### config.mk
export PLATFORM = sky130hd
export DESIGN_NAME = hilo_muldiv_flat
export DESIGN_NICKNAME = d
export VERILOG_FILES = /design/src/rtl/hilo_muldiv_pkg.sv /design/src/rtl/hilo_muldiv_if.sv /design/src/rtl/hilo_muldiv_divider.sv /design/src/rtl/hilo_muldiv.sv /design/src/flat_wrapper.sv
export SDC_FILE = /design/constraint.sdc
export NUM_CORES = 1
export LEC_CHECK = 0
export ABC_AREA = 1
export CAP_MARGIN = 20
export CORE_UTILIZATION = 40
export DETAILED_ROUTE_END_ITERATION = 8
export PLACE_DENSITY_LB_ADDON = 0.1
export SLEW_MARGIN = 20
export SYNTH_ARGS = -nofsm -noshare
export SYNTH_HDL_FRONTEND = slang
export SYNTH_SLANG_ARGS = --single-unit
### constraint.sdc
create_clock -name clk -period 6.3 [get_ports clk]
set_input_delay 1.26 -clock clk [delete_from_list [all_inputs] [get_ports clk]]
set_output_delay 1.26 -clock clk [all_outputs]
set_load 0.005 [all_outputs]
### src/rtl/hilo_muldiv_pkg.sv
// Shared funct codes, FSM state and op-descriptor types for the HI/LO multiply/divide unit.
package hilo_muldiv_pkg;

  localparam logic [5:0] FN_MTHI  = 6'h11;
  localparam logic [5:0] FN_MTLO  = 6'h13;
  localparam logic [5:0] FN_MULT  = 6'h18;
  localparam logic [5:0] FN_MULTU = 6'h19;
  localparam logic [5:0] FN_DIV   = 6'h1A;
  localparam logic [5:0] FN_DIVU  = 6'h1B;

  typedef enum logic [1:0] {MD_IDLE, MD_RUN, MD_FIX} muldiv_state_t;

  typedef struct packed {
    logic isDiv;
    logic isSigned;
  } muldiv_op_t;

  function automatic logic isMulDiv(input logic [5:0] funct);
    return (funct == FN_MULT) || (funct == FN_MULTU) ||
           (funct == FN_DIV)  || (funct == FN_DIVU);
  endfunction

  // Only meaningful when isMulDiv() is true: bit1 selects divide, bit0 set means unsigned.
  function automatic muldiv_op_t decodeOp(input logic [5:0] funct);
    muldiv_op_t op;
    op.isDiv    = funct[1];
    op.isSigned = ~funct[0];
    return op;
  endfunction

endpackage

### src/rtl/hilo_muldiv_if.sv
// Execute-side issue bus of the HI/LO unit; master = Execute/hazard side, slave = hilo_muldiv.
interface hilo_muldiv_if;
  logic        start;
  logic [5:0]  funct;
  logic [31:0] a;
  logic [31:0] b;
  logic        kill;
  logic        busy;
  logic [31:0] hi;
  logic [31:0] lo;

  modport master (output start, funct, a, b, kill, input busy, hi, lo);
  modport slave  (input start, funct, a, b, kill, output busy, hi, lo);
endinterface

### src/rtl/hilo_muldiv_divider.sv
// Unsigned restoring divider, one quotient bit per step; done flags the final step.
// Latency: ITERS steps after start; no backpressure, the owner decides when to step.
module muldiv_divider #(
  parameter int ITERS = 32
) (
  input  logic        clk,
  input  logic        reset,
  input  logic        start,
  input  logic        step,
  input  logic [31:0] dividend,
  input  logic [31:0] divisor,
  output logic        done,
  output logic [31:0] quotient,
  output logic [31:0] remainder
);
  localparam int CW = $clog2(ITERS);

  logic [31:0]   rem;
  logic [31:0]   quo;
  logic [31:0]   dvs;
  logic [CW-1:0] cnt;
  logic [32:0]   shifted;
  logic          fits;

  // The 33-bit partial remainder: previous remainder shifted left with the next dividend bit.
  assign shifted = {rem, quo[31]};
  assign fits    = shifted >= {1'b0, dvs};

  always_ff @(posedge clk) begin
    if (reset) begin
      rem <= '0;
      quo <= '0;
      dvs <= '0;
      cnt <= '0;
    end else if (start) begin
      rem <= '0;
      quo <= dividend;
      dvs <= divisor;
      cnt <= '0;
    end else if (step) begin
      cnt <= cnt + 1'b1;
      rem <= fits ? 32'(shifted - {1'b0, dvs}) : shifted[31:0];
      quo <= {quo[30:0], fits};
    end
  end

  assign done      = step && (cnt == CW'(ITERS - 1));
  assign quotient  = quo;
  assign remainder = rem;
endmodule

### src/rtl/hilo_muldiv.sv
// HI/LO owner: iterative MULT/MULTU/DIV/DIVU plus MTHI/MTLO; busy high 33 cycles per mul/div, kill aborts.
// MULDIV_FAST_MUL_EN: single-cycle multiply written at the accept edge; divide unchanged.
module hilo_muldiv
  import hilo_muldiv_pkg::*;
#(
  parameter int ITERS = 32
) (
  input  logic         clk,
  input  logic         reset,
  hilo_muldiv_if.slave bus
);
  localparam int CW = $clog2(ITERS);

  muldiv_state_t state, stateNext;
  muldiv_op_t    op, decOp;
  logic          sa, sb;
  logic [63:0]   prod, mcand;
  logic [31:0]   mplier;
  logic [CW-1:0] cnt;
  logic          idle, issue, accMul, accDiv, goRun, lastStep;
  logic [31:0]   absA, absB;
  logic          negA, negB;
  logic          divDone;
  logic [31:0]   divQuo, divRem;
  logic [63:0]   mulFix;
  logic [31:0]   quoFix, remFix;

  assign decOp  = decodeOp(bus.funct);
  assign idle   = (state == MD_IDLE);
  assign issue  = idle && bus.start && !bus.kill;
  assign accMul = issue && isMulDiv(bus.funct) && !decOp.isDiv;
  assign accDiv = issue && isMulDiv(bus.funct) && decOp.isDiv && (bus.b != '0);

`ifdef MULDIV_FAST_MUL_EN
  logic [63:0] extA, extB, fastProd;
  assign extA     = {{32{decOp.isSigned & bus.a[31]}}, bus.a};
  assign extB     = {{32{decOp.isSigned & bus.b[31]}}, bus.b};
  assign fastProd = extA * extB;
  assign goRun    = accDiv;
`else
  assign goRun    = accMul || accDiv;
`endif

  assign negA = decOp.isSigned & bus.a[31];
  assign negB = decOp.isSigned & bus.b[31];
  assign absA = negA ? -bus.a : bus.a;
  assign absB = negB ? -bus.b : bus.b;

  assign lastStep = op.isDiv ? divDone : (cnt == CW'(ITERS - 1));

  always_comb begin
    stateNext = state;
    case (state)
      MD_IDLE: if (goRun)    stateNext = MD_RUN;
      MD_RUN:  if (lastStep) stateNext = MD_FIX;
      MD_FIX:                stateNext = MD_IDLE;
      default:               stateNext = MD_IDLE;
    endcase
    if (bus.kill) stateNext = MD_IDLE;
  end

  always_ff @(posedge clk) begin
    if (reset) begin
      state  <= MD_IDLE;
      op     <= '0;
      sa     <= 1'b0;
      sb     <= 1'b0;
      prod   <= '0;
      mcand  <= '0;
      mplier <= '0;
      cnt    <= '0;
    end else begin
      state <= stateNext;
      if (goRun) begin
        op     <= decOp;
        sa     <= negA;
        sb     <= negB;
        prod   <= '0;
        mcand  <= {32'b0, absA};
        mplier <= absB;
        cnt    <= '0;
      end else if (state == MD_RUN) begin
        cnt <= cnt + 1'b1;
        if (!op.isDiv) begin
          if (mplier[0]) prod <= prod + mcand;
          mcand  <= mcand << 1;
          mplier <= mplier >> 1;
        end
      end
    end
  end

  muldiv_divider #(.ITERS(ITERS)) uDivider (
    .clk       (clk),
    .reset     (reset),
    .start     (accDiv),
    .step      ((state == MD_RUN) && op.isDiv),
    .dividend  (absA),
    .divisor   (absB),
    .done      (divDone),
    .quotient  (divQuo),
    .remainder (divRem)
  );

  // Remainder takes the dividend's sign, matching truncating division.
  assign mulFix = (sa ^ sb) ? -prod : prod;
  assign quoFix = (sa ^ sb) ? -divQuo : divQuo;
  assign remFix = sa ? -divRem : divRem;

  always_ff @(posedge clk) begin
    if (reset) begin
      bus.hi <= '0;
      bus.lo <= '0;
    end else if (!bus.kill) begin
      if (state == MD_FIX) begin
        if (op.isDiv) {bus.hi, bus.lo} <= {remFix, quoFix};
        else          {bus.hi, bus.lo} <= mulFix;
      end else if (issue) begin
        if (bus.funct == FN_MTHI) bus.hi <= bus.a;
        if (bus.funct == FN_MTLO) bus.lo <= bus.a;
`ifdef MULDIV_FAST_MUL_EN
        if (accMul) {bus.hi, bus.lo} <= fastProd;
`endif
      end
    end
  end

  assign bus.busy = !idle;
endmodule

### src/flat_wrapper.sv
// flat-port wrapper written by rule: the top's interface ports become plain ports
module hilo_muldiv_flat import hilo_muldiv_pkg::*;
#(
  parameter int ITERS = 32
)
  (clk, reset, bus_start, bus_funct, bus_a, bus_b, bus_kill, bus_busy, bus_hi, bus_lo);
  hilo_muldiv_if bus_i ();
  input  logic clk;
  input  logic reset;
  input wire logic [$bits(bus_i.start)-1:0] bus_start;
  input wire logic [$bits(bus_i.funct)-1:0] bus_funct;
  input wire logic [$bits(bus_i.a)-1:0] bus_a;
  input wire logic [$bits(bus_i.b)-1:0] bus_b;
  input wire logic [$bits(bus_i.kill)-1:0] bus_kill;
  output wire logic [$bits(bus_i.busy)-1:0] bus_busy;
  output wire logic [$bits(bus_i.hi)-1:0] bus_hi;
  output wire logic [$bits(bus_i.lo)-1:0] bus_lo;
  assign bus_i.start = bus_start;
  assign bus_i.funct = bus_funct;
  assign bus_i.a = bus_a;
  assign bus_i.b = bus_b;
  assign bus_i.kill = bus_kill;
  assign bus_busy = bus_i.busy;
  assign bus_hi = bus_i.hi;
  assign bus_lo = bus_i.lo;
  hilo_muldiv #(.ITERS(ITERS)) u_core (.clk(clk), .reset(reset), .bus(bus_i));
endmodule
=== After elaboration in Yosys (flattened, before gate mapping) ===
Index checks and enable logic that the tools add are counted.
W data, S select, Z words.

* Bits in latches: 0
* Memory bits (writable): 0
* ROM bits: 0
* Memories: 0
* Input bits: 74
* Output and inout bits: 65
* Flip-flop bits (word level): 335
* Logic and storage cells: 101

* Shifts and indexed selects: 0
* $lt $le $gt $ge: 1
* Add/subtract/negate cells: 9
* Eq/ne operators: 13
* Bitwise logic cells: 6
* Multiplexer cells: 26
* Multiply operators: 0
* Reductions and logical operators: 31
* Div/mod/pow operators: 0

{| class="wikitable"
|+ Operators with widths
! cell !! number
|-
| $mux W32 || 21
|-
| $neg A32 Y32 || 4
|-
| $add A64 B64 Y64 || 1
|-
| $mux W64 || 1
|-
| $neg A64 Y64 || 1
|-
| $eq A6 B5 Y1 const B || 6
|-
| $ge A33 B32 Y1 || 1
|-
| $reduce_bool A32 Y1 || 1
|-
| $sub A32 B32 Y32 || 1
|-
| $add A5 B1 Y5 const B || 2
|-
| $eq A5 B5 Y1 const B || 2
|-
| $reduce_bool A2 Y1 || 5
|-
| $reduce_and A3 Y1 || 3
|-
| $logic_and A1 B1 Y1 || 8
|-
| $reduce_and A2 Y1 || 3
|-
| $reduce_or A2 Y1 || 3
|-
| $logic_or A1 B1 Y1 || 4
|-
| $mux W2 || 2
|-
| $ne A2 B2 Y1 const B || 2
|-
| $pmux W2 S2 || 1
|-
| $logic_not A1 Y1 || 3
|-
| $not A1 Y1 || 3
|-
| $and A1 B1 Y1 || 2
|-
| $eq A2 B1 Y1 const B || 1
|-
| other kinds (5) || 5
|}

=== Depth between registers and ports, before layout ===
Gate-level depths: netlist (run 1).

* Depth after elaboration: 10
* Gate-level depth with buffers: 18

=== Cells and area by module ===
A second synthesis (run 1) with hierarchy kept.

* Cells, all modules: 4,838
* Area total of the unflattened synthesis: 27,929.3 um^2

{| class="wikitable"
|+ By module, submodules not included
! module !! times used !! seq. area each (um^2) !! cells each !! area an instance (um^2)
|-
| hilo_muldiv || 1 || 4,684.5 || 3,759 || 21,095.2
|-
| muldiv_divider || 1 || 2,021.9 || 1,079 || 6,834.1
|}

=== Least setup slack after synthesis (run 1) ===
Ideal clock, no wire load.

* Path type: input port to flip-flop
* Start point: input bus_b[1]
* End point: register u_core.state[0]
* Setup slack: 3.412 ns
* Setup time: 0.116 ns
* Arrival time: 2.772 ns
* Path buffers: 2
* Stages: 13
* Path through: inv_1 ha_1 inv_1 nor3_4 nand3_2 nor2_4 nand4_2 nand2_4 nand2_4 buf_2 buf_2 o211ai_1 inv_1

* Word-level cells in the longest chain between the ends: 5

{| class="wikitable"
|+ RTL lines
! what !! RTL line !! RTL
|-
| start: declaration || flat_wrapper.sv:13 || <nowiki>input wire logic [$bits(bus_i.b)-1:0] bus_b;</nowiki>
|-
| $reduce_bool A32 Y1 || hilo_muldiv.sv:32 || <nowiki>assign accDiv = issue && isMulDiv(bus.funct) && decOp.isDiv && (bus.b != '0);</nowiki>
|-
| $logic_and A1 B1 Y1 || hilo_muldiv.sv:32 ||
|-
| $logic_or A1 B1 Y1 || hilo_muldiv.sv:41 || <nowiki>assign goRun = accMul || accDiv;</nowiki>
|-
| $ne A2 B2 Y1 (no line) || n/a ||
|-
| $reduce_and A2 Y1 (no line) || n/a ||
|-
| end signal: assignment || hilo_muldiv.sv:73 || <nowiki>state <= stateNext;</nowiki>
|-
| end: declaration || hilo_muldiv.sv:14 || <nowiki>muldiv_state_t state, stateNext;</nowiki>
|}

Every way passes these cells.
A chain may end at the register's enable or synchronous reset.

=== Worst setup path in the final report (run 1) ===
* Start point: register u_core.state[0]
* End point: register u_core.prod[56]

* Word-level cells in the longest chain between the ends: 8
* Elaborated cells between the ends (all ways): 11
* Classes of those cells: 1 x eq/ne; 10 x reduce/logical

{| class="wikitable"
|+ RTL lines
! what !! RTL line !! RTL
|-
| $logic_not A2 Y1 || hilo_muldiv.sv:29 || <nowiki>assign idle = (state == MD_IDLE);</nowiki>
|-
| $logic_and A1 B1 Y1 (2 in series) || hilo_muldiv.sv:30 || <nowiki>assign issue = idle && bus.start && !bus.kill;</nowiki>
|-
| $logic_and A1 B1 Y1 || hilo_muldiv.sv:31, hilo_muldiv.sv:32 ||
|-
| $logic_and A1 B1 Y1 (2 in series) || hilo_muldiv.sv:32 ||
|-
| $logic_or A1 B1 Y1 || hilo_muldiv.sv:41 ||
|-
| $reduce_or A2 Y1 (no line) || n/a ||
|-
| end signal: assignment || hilo_muldiv.sv:85 || <nowiki>if (mplier[0]) prod <= prod + mcand;</nowiki>
|-
| end: declaration || hilo_muldiv.sv:17 || <nowiki>logic [63:0] prod, mcand;</nowiki>
|}

Parallel ways exist; a longest one is shown, timed or not.

==> out/metrics.cfg, run 1 <==
[drt]
num_vias = 31232
top_layer = met5
wl_per_cell_um = 20.7
ant_nets = 0
wl_met2_um = 51000
wl_met1_um = 55500
drc = 0
met3_length_um = 7990
drtIter0Drc = 3318
wirelength_um = 119000
viasPerCell = 5.45
firstDrtPassIters = 8

[yosys]
synth_nets = 4948
synth-seq-cells = 335
synth_ff_type = dfxtp_1
synth_edf_count = 0
synth_area_um2 = 27200
syn_area_per_cell_um2 = 5.70
synth_cells = 4768
synth-seq-area-share_pct = 24.7
yosys.cell_types.count = 51
async_flop_share_pct = 0
yosys_warnings = 0

[setup_path]
worstPathArrival_ns = 4.50
cp_slowest_cell = inv_2
required_ns = 6.79
path_delay_family = buffers and inverters
crit_type = reg2reg
critPathBufInv = 6
critPathLaunch = u_core.state[0]
path_cells = inv_2 -> nor2_2 -> inv_1 -> nor2_4 -> nand2_2 -> buf_4 -> inv_2 -> buf_4 -> nand3_1 -> nand2_1 -> inv_1
crit_path_end_kind = register
cpPeakStageDelay_ns = 0.73
crit_fanout = 40
r2r-start = u_core.state[0]
cp-start-kind = register

[final_layout]
final_util_pct = 45.8
fin_cells = 5733
fin_area_um2 = 30800
drive_gt1_share_pct = 4.01
nNetsFinal = 5005
mostFrequentLayoutCells = nand2_1 (1508), inv_1 (647), nor2_1 (561)
final_common_cell = nand2_1
areaGrowthSynthToFinish_pct = 13.1
n_antenna_cell = 0

[timing]
clock.fmax_ghz = 0.250
hold_viol = 0
worstMarginPinSlew_ns = 1.04
post-route-min-period_ns = 4.00
setup-tns-final_ns = 0
slew_headroom_pct = 30.4
timing.final.crit_share_pct = 63.6
setup_viol = 0
slew_viol_final = 0
grt_setup_unrepaired = false
holdWs_ns = 0.462
fin_ws_ns = 2.30
fin_skew_ns = 0.0335

[floorplan]
die_x_um = 263
rows = 95
start_util_pct = 40.5
core-area_um2 = 67200
die_area_um2 = 69000
die_h_um = 263
io_pins = 139

[cts]
ctsLongestPathBuffers = 3
ctsHtreeMaxLevel = 2
clockRootBuffer = clkbuf_16
cts_resized = 0
cts_buffers = 43
cts_tree = built
path_clk_slew_ns = 0.06
clock-sinks = 335
postCtsSetupBuffers = 0
clkLatencyLatePin_ns = 0.61
cts_hold_buf = 0

[flow_run]
maxCapViolCount = 0

[grt]
grt_max_degree = 81
grt_pass1_wl_um = 177000
grt_pass1_vias = 28134
grt.overflow.total = 0
grt_usage_pct = 33.6
antenna_found_initial = 3

[power]
peakVddDrop_uv = 194
cellPowerDensity_nw_per_um2 = 171
leakagePower_nw = 14.9
total_power_mw = 5.26

[min_path]
hold_start = u_core.mplier[31]
holdCritPathClass = reg2reg

[placed_design]
dp_cells = 5651
post_dp_cell_area_um2 = 29200
hpwl_um = 94400
dp_slack_ns = 1.70
port_buffers = 138
routabilityCongestion = 0.980

[status]
outcome = finished, final reports clean

==> synth_stat cells (3+ instances only) <==
master / count / area (µm²)
a211oi_2: 11 / 138
a21o_1: 3 / 22.5
a21oi_1: 363 / 1820
a21oi_2: 12 / 105
a22oi_1: 3 / 22.5
a31oi_1: 41 / 257
and2_1: 7 / 43.8
and3_1: 4 / 25.0
buf_1: 18 / 67.6
buf_2: 35 / 175
buf_4: 4 / 30.0
buf_6: 8 / 90.1
clkbuf_1: 88 / 330
dfxtp_1: 335 / 6710
ha_1: 104 / 1300
inv_1: 649 / 2440
inv_2: 15 / 56.3
nand2_1: 1509 / 5660
nand2_2: 6 / 37.5
nand2_4: 5 / 56.3
nand3_1: 345 / 1730
nand3b_1: 12 / 90.1
nand4_1: 48 / 300
nor2_1: 563 / 2110
nor2_2: 8 / 50.1
nor3_1: 35 / 175
nor3b_1: 4 / 30.0
nor4_1: 3 / 18.8
o211ai_1: 8 / 60.1
o21a_1: 4 / 30.0
o21ai_0: 296 / 1480
o21ai_1: 34 / 170
o21ai_2: 5 / 43.8
o21bai_1: 14 / 105
o221ai_1: 6 / 52.6
o22ai_1: 35 / 219
o31ai_1: 6 / 45.0
or2_2: 10 / 62.6
xnor2_1: 17 / 149
xor2_1: 79 / 692
==> cell type report <==
type | count | area, µm²
multi-input combinational | 3614 | 17300
timing repair buffer | 166 | 1610
sequential | 335 | 6710
tap | 873 | 1090
clock inverter | 27 | 362
fill | 7377 | 36400
clock buffer | 53 | 1180
inverter | 665 | 2500
==> per-layer routing <==
layer	global-route usage (%)	vias to the layer above
met5	0	-
met4	12.1	6
met3	4.22	205
met2	51.8	1161
met1	47.7	14513
li1	-	15347
==> logic make-up (layout without fill, tap and decap cells) <==
| logic type | Yosys count | in the layout | share of synthesized area (%) |
|---|---|---|---|
| xor gates and xnor gates | 96 | 96 | 3.09 |
| buffers and inverters | 819 | 911 | 11.7 |
| and+or+nand+nor | 2568 | 2568 | 38.6 |
| adders and majority gates | 106 | 106 | 4.93 |
| DFF | 335 | 335 | 24.7 |
| AOI/OAI and AO/OA | 844 | 844 | 16.9 |
==> worst reg2reg max path: cells and delay by family, from the launching register on <==
family | cells | cell delay, ns
buf+inv | 6 | 2.05
flops | 1 | 0.39
simple gates | 5 | 1.48
==> state kept, by name (all words and copies together), names as in the netlist <==
signal,flops
u_core.bus.hi,32
u_core.sa,1
u_core.cnt,5
u_core.uDivider.cnt,5
u_core.sb,1
u_core.prod,64
u_core.uDivider.remainder,32
u_core.uDivider.quotient,32
u_core.mplier,32
u_core.mcand,64
u_core.state,2
u_core.uDivider.dvs,32
u_core.op,1
u_core.bus.lo,32
==> power by group <==
part / internal (mW) / switching [mW]
Clock: 1.60 / 1.10
Combinational: 0.125 / 0.295
Sequential: 2.13 / 0.00723
Total: 3.86 / 1.40
==> final timing paths <==
kind | to | slack [ns] | cells past startpoint
max | u_core.prod[56] | 2.30 | 11
min | u_core.mplier[31] | 0.46 | 2
max reg2reg | u_core.prod[56] | 2.30 | 11
min reg2reg | u_core.mplier[31] | 0.46 | 2
(Power assumes the default switching activity.)
==> run 2, diff against run 1 <==
Clock period 6.3 ns to 3.44 ns, I/O delays scaled along.
==> run 2 against run 1 <==
Total power up 87%. Sequential share of layout area down 0.24 points. Die area unchanged. Cell count up 0.52%. Design area up 1.1%.
==> out/metrics.cfg, run 2 (synthesis results as in run 1) <==
[cts]
cts_tree = built
cts_hold_buf = 0  ; unchanged
clock-sinks = 335  ; unchanged
clockRootBuffer = clkbuf_16
path_clk_slew_ns = 0.06  ; about the same
postCtsSetupBuffers = 0  ; unchanged
cts_buffers = 44  ; +2.3%
cts_resized = 0  ; unchanged
ctsHtreeMaxLevel = 2  ; unchanged
clkLatencyLatePin_ns = 0.62  ; about the same
ctsLongestPathBuffers = 3  ; unchanged

[grt]
grt.overflow.total = 0  ; unchanged
grt_usage_pct = 33.9  ; +0.30 points
grt_max_degree = 92  ; +14%
grt_pass1_vias = 28252  ; +0.42%
antenna_found_initial = 1  ; -2
grt_pass1_wl_um = 179000  ; +1.2%

[setup_path]
cpPeakStageDelay_ns = 0.48  ; -0.25 ns
required_ns = 3.92  ; -2.87 ns
crit_path_frequent_cell = nand2_1
worstPathArrival_ns = 3.37  ; -1.13 ns
crit_path_end_kind = register
cp-start-kind = register
path_cells = inv_1 -> ha_1 -> nand2_1 -> nor2_2 -> nand2_1 -> nor2_1 -> nand2_1 -> nand2_1 -> a21oi_1 -> o21ai_0 -> nand2_1 -> nand2_1 -> a21oi_1
crit_type = reg2reg
r2r-start = u_core.prod[1]
crit_fanout = 5  ; -88%
cp_slowest_cell = nor2_1
critPathLaunch = u_core.prod[1]

[min_path]
hold_start = u_core.uDivider.cnt[4]
holdCritPathClass = reg2reg

[timing]
timing.final.crit_share_pct = 84.0  ; +20 points
fin_skew_ns = 0.0393  ; +0.00585 ns
holdWs_ns = 0.464  ; +0.00251 ns
grt_setup_unrepaired = false
setup_viol = 0  ; unchanged
slew_viol_final = 0  ; unchanged
slew_headroom_pct = 38.9  ; +8.4 points
hold_viol = 0  ; unchanged
post-route-min-period_ns = 2.89  ; -1.11 ns
worstMarginPinSlew_ns = 0.917  ; -0.126 ns
setup-tns-final_ns = 0  ; unchanged
clock.fmax_ghz = 0.346  ; +39%

[final_layout]
multi_input_area_um2 = 17300  ; unchanged
mostFrequentLayoutCells = nand2_1 (1508), inv_1 (647), nor2_1 (561)
fillCellCount = 7473  ; +1.3%
seq_area_um2 = 6710  ; unchanged
reg_top3 = u_core.mcand: 64 flops, u_core.prod: 64 flops
fin_area_um2 = 31100  ; +1.1%
drive_gt1_share_pct = 4.48  ; +0.47 points
fin_cells = 5763  ; +0.52%
areaGrowthSynthToFinish_pct = 14.4
final_common_cell = nand2_1
nNetsFinal = 5040  ; +0.70%
n_antenna_cell = 0  ; unchanged

[floorplan]
rows = 95  ; unchanged
core-area_um2 = 67200  ; unchanged
start_util_pct = 40.5  ; unchanged
die_h_um = 263  ; unchanged
io_pins = 139  ; unchanged
die_area_um2 = 69000  ; unchanged
die_x_um = 263  ; unchanged

[power]
total_power_mw = 9.86  ; +87%
peakVddDrop_uv = 385  ; +99%
leakagePower_nw = 15.1  ; +1.3%
cellPowerDensity_nw_per_um2 = 317  ; +85%

[drt]
wirelength_um = 120000  ; +1.1%
drc = 0  ; unchanged
firstDrtPassIters = 6  ; -2
wl_per_cell_um = 20.8  ; +0.55%
viasPerCell = 5.42  ; -0.49%
num_vias = 31242  ; +0.032%
drtIter0Drc = 3509  ; +5.8%
ant_nets = 0  ; unchanged

[placed_design]
routabilityCongestion = 1.01  ; +2.8%
dp_cells = 5687  ; +0.64%
post_dp_cell_area_um2 = 29500  ; +1.3%
port_buffers = 138  ; unchanged
hpwl_um = 96100  ; +1.9%

[status]
outcome = finished, final reports clean

[flow_run]
maxCapViolCount = 0  ; unchanged

run 2: cell types whose count changed in the layout (fill, tap and decap cells not counted):
cell / delta
buf_16: -1
bufinv_16: +3
clkbuf_8: -3
buf_4: +28
clkinv_4: -6
clkinv_16: -1
buf_8: -1
clkbuf_16: +2
inv_6: -3
inv_16: +2
buf_12: +8
clkinv_2: -3
clkinv_8: -1
clkbuf_1: +6
run 2: through the flow:
stage               util, %  setup WS [ns]
floorplan                 -           1.12
global placement       44.0          0.264
detailed placement     44.0          0.177
CTS                    46.3          0.604
global route           46.3          0.379
finish                 46.3          0.550
run 2: cell type report:
| type | instances | share of cell area (%) |
|---|---|---|
| Timing Repair Buffer | 200 | 6.24 |
| Tap cell | 873 | 3.51 |
| Clock buffer | 58 | 3.91 |
| Inverter | 665 | 8.03 |
| Clock inverter | 18 | 1.13 |
| Multi-Input combinational cell | 3614 | 55.6 |
| Sequential cell | 335 | 21.6 |
run 2: worst max-delay path, delay by kind of cell (launching register included):
| kind | cells | cell delay, ns |
|---|---|---|
| AND/OR/NAND/NOR | 8 | 1.60 |
| AO/OA/AOI/OAI | 3 | 0.44 |
| flip-flops | 1 | 0.34 |
| adder cells (fa/ha/maj) | 1 | 0.22 |
| buffers and inverters | 1 | 0.17 |
run 2: power breakdown:
group / switching, mW / internal, mW / total, mW / leakage [nW]
logic: 0.545 / 0.254 / 0.799 / 11.6
clock network: 1.98 / 3.17 / 5.15 / 0.765
registers: 0.0148 / 3.90 / 3.91 / 2.70
total: 2.54 / 7.32 / 9.86 / 15.1
run 2: per-layer routing:
metal  wire length [µm]  track usage, %
met1              54100            46.9
met5                 13               0
met4               4670            12.6
met2              52400            53.2
met3               8950            4.74
run 2: worst paths after layout:
| check | end | cells after the start | slack [ns] |
|---|---|---|---|
| setup / recovery | u_core.bus.lo[30] | 13 | 0.55 |
| hold / removal | u_core.uDivider.cnt[4] | 2 | 0.46 |
| setup reg to reg | u_core.bus.lo[30] | 13 | 0.55 |
| hold reg to reg | u_core.uDivider.cnt[4] | 2 | 0.46 |
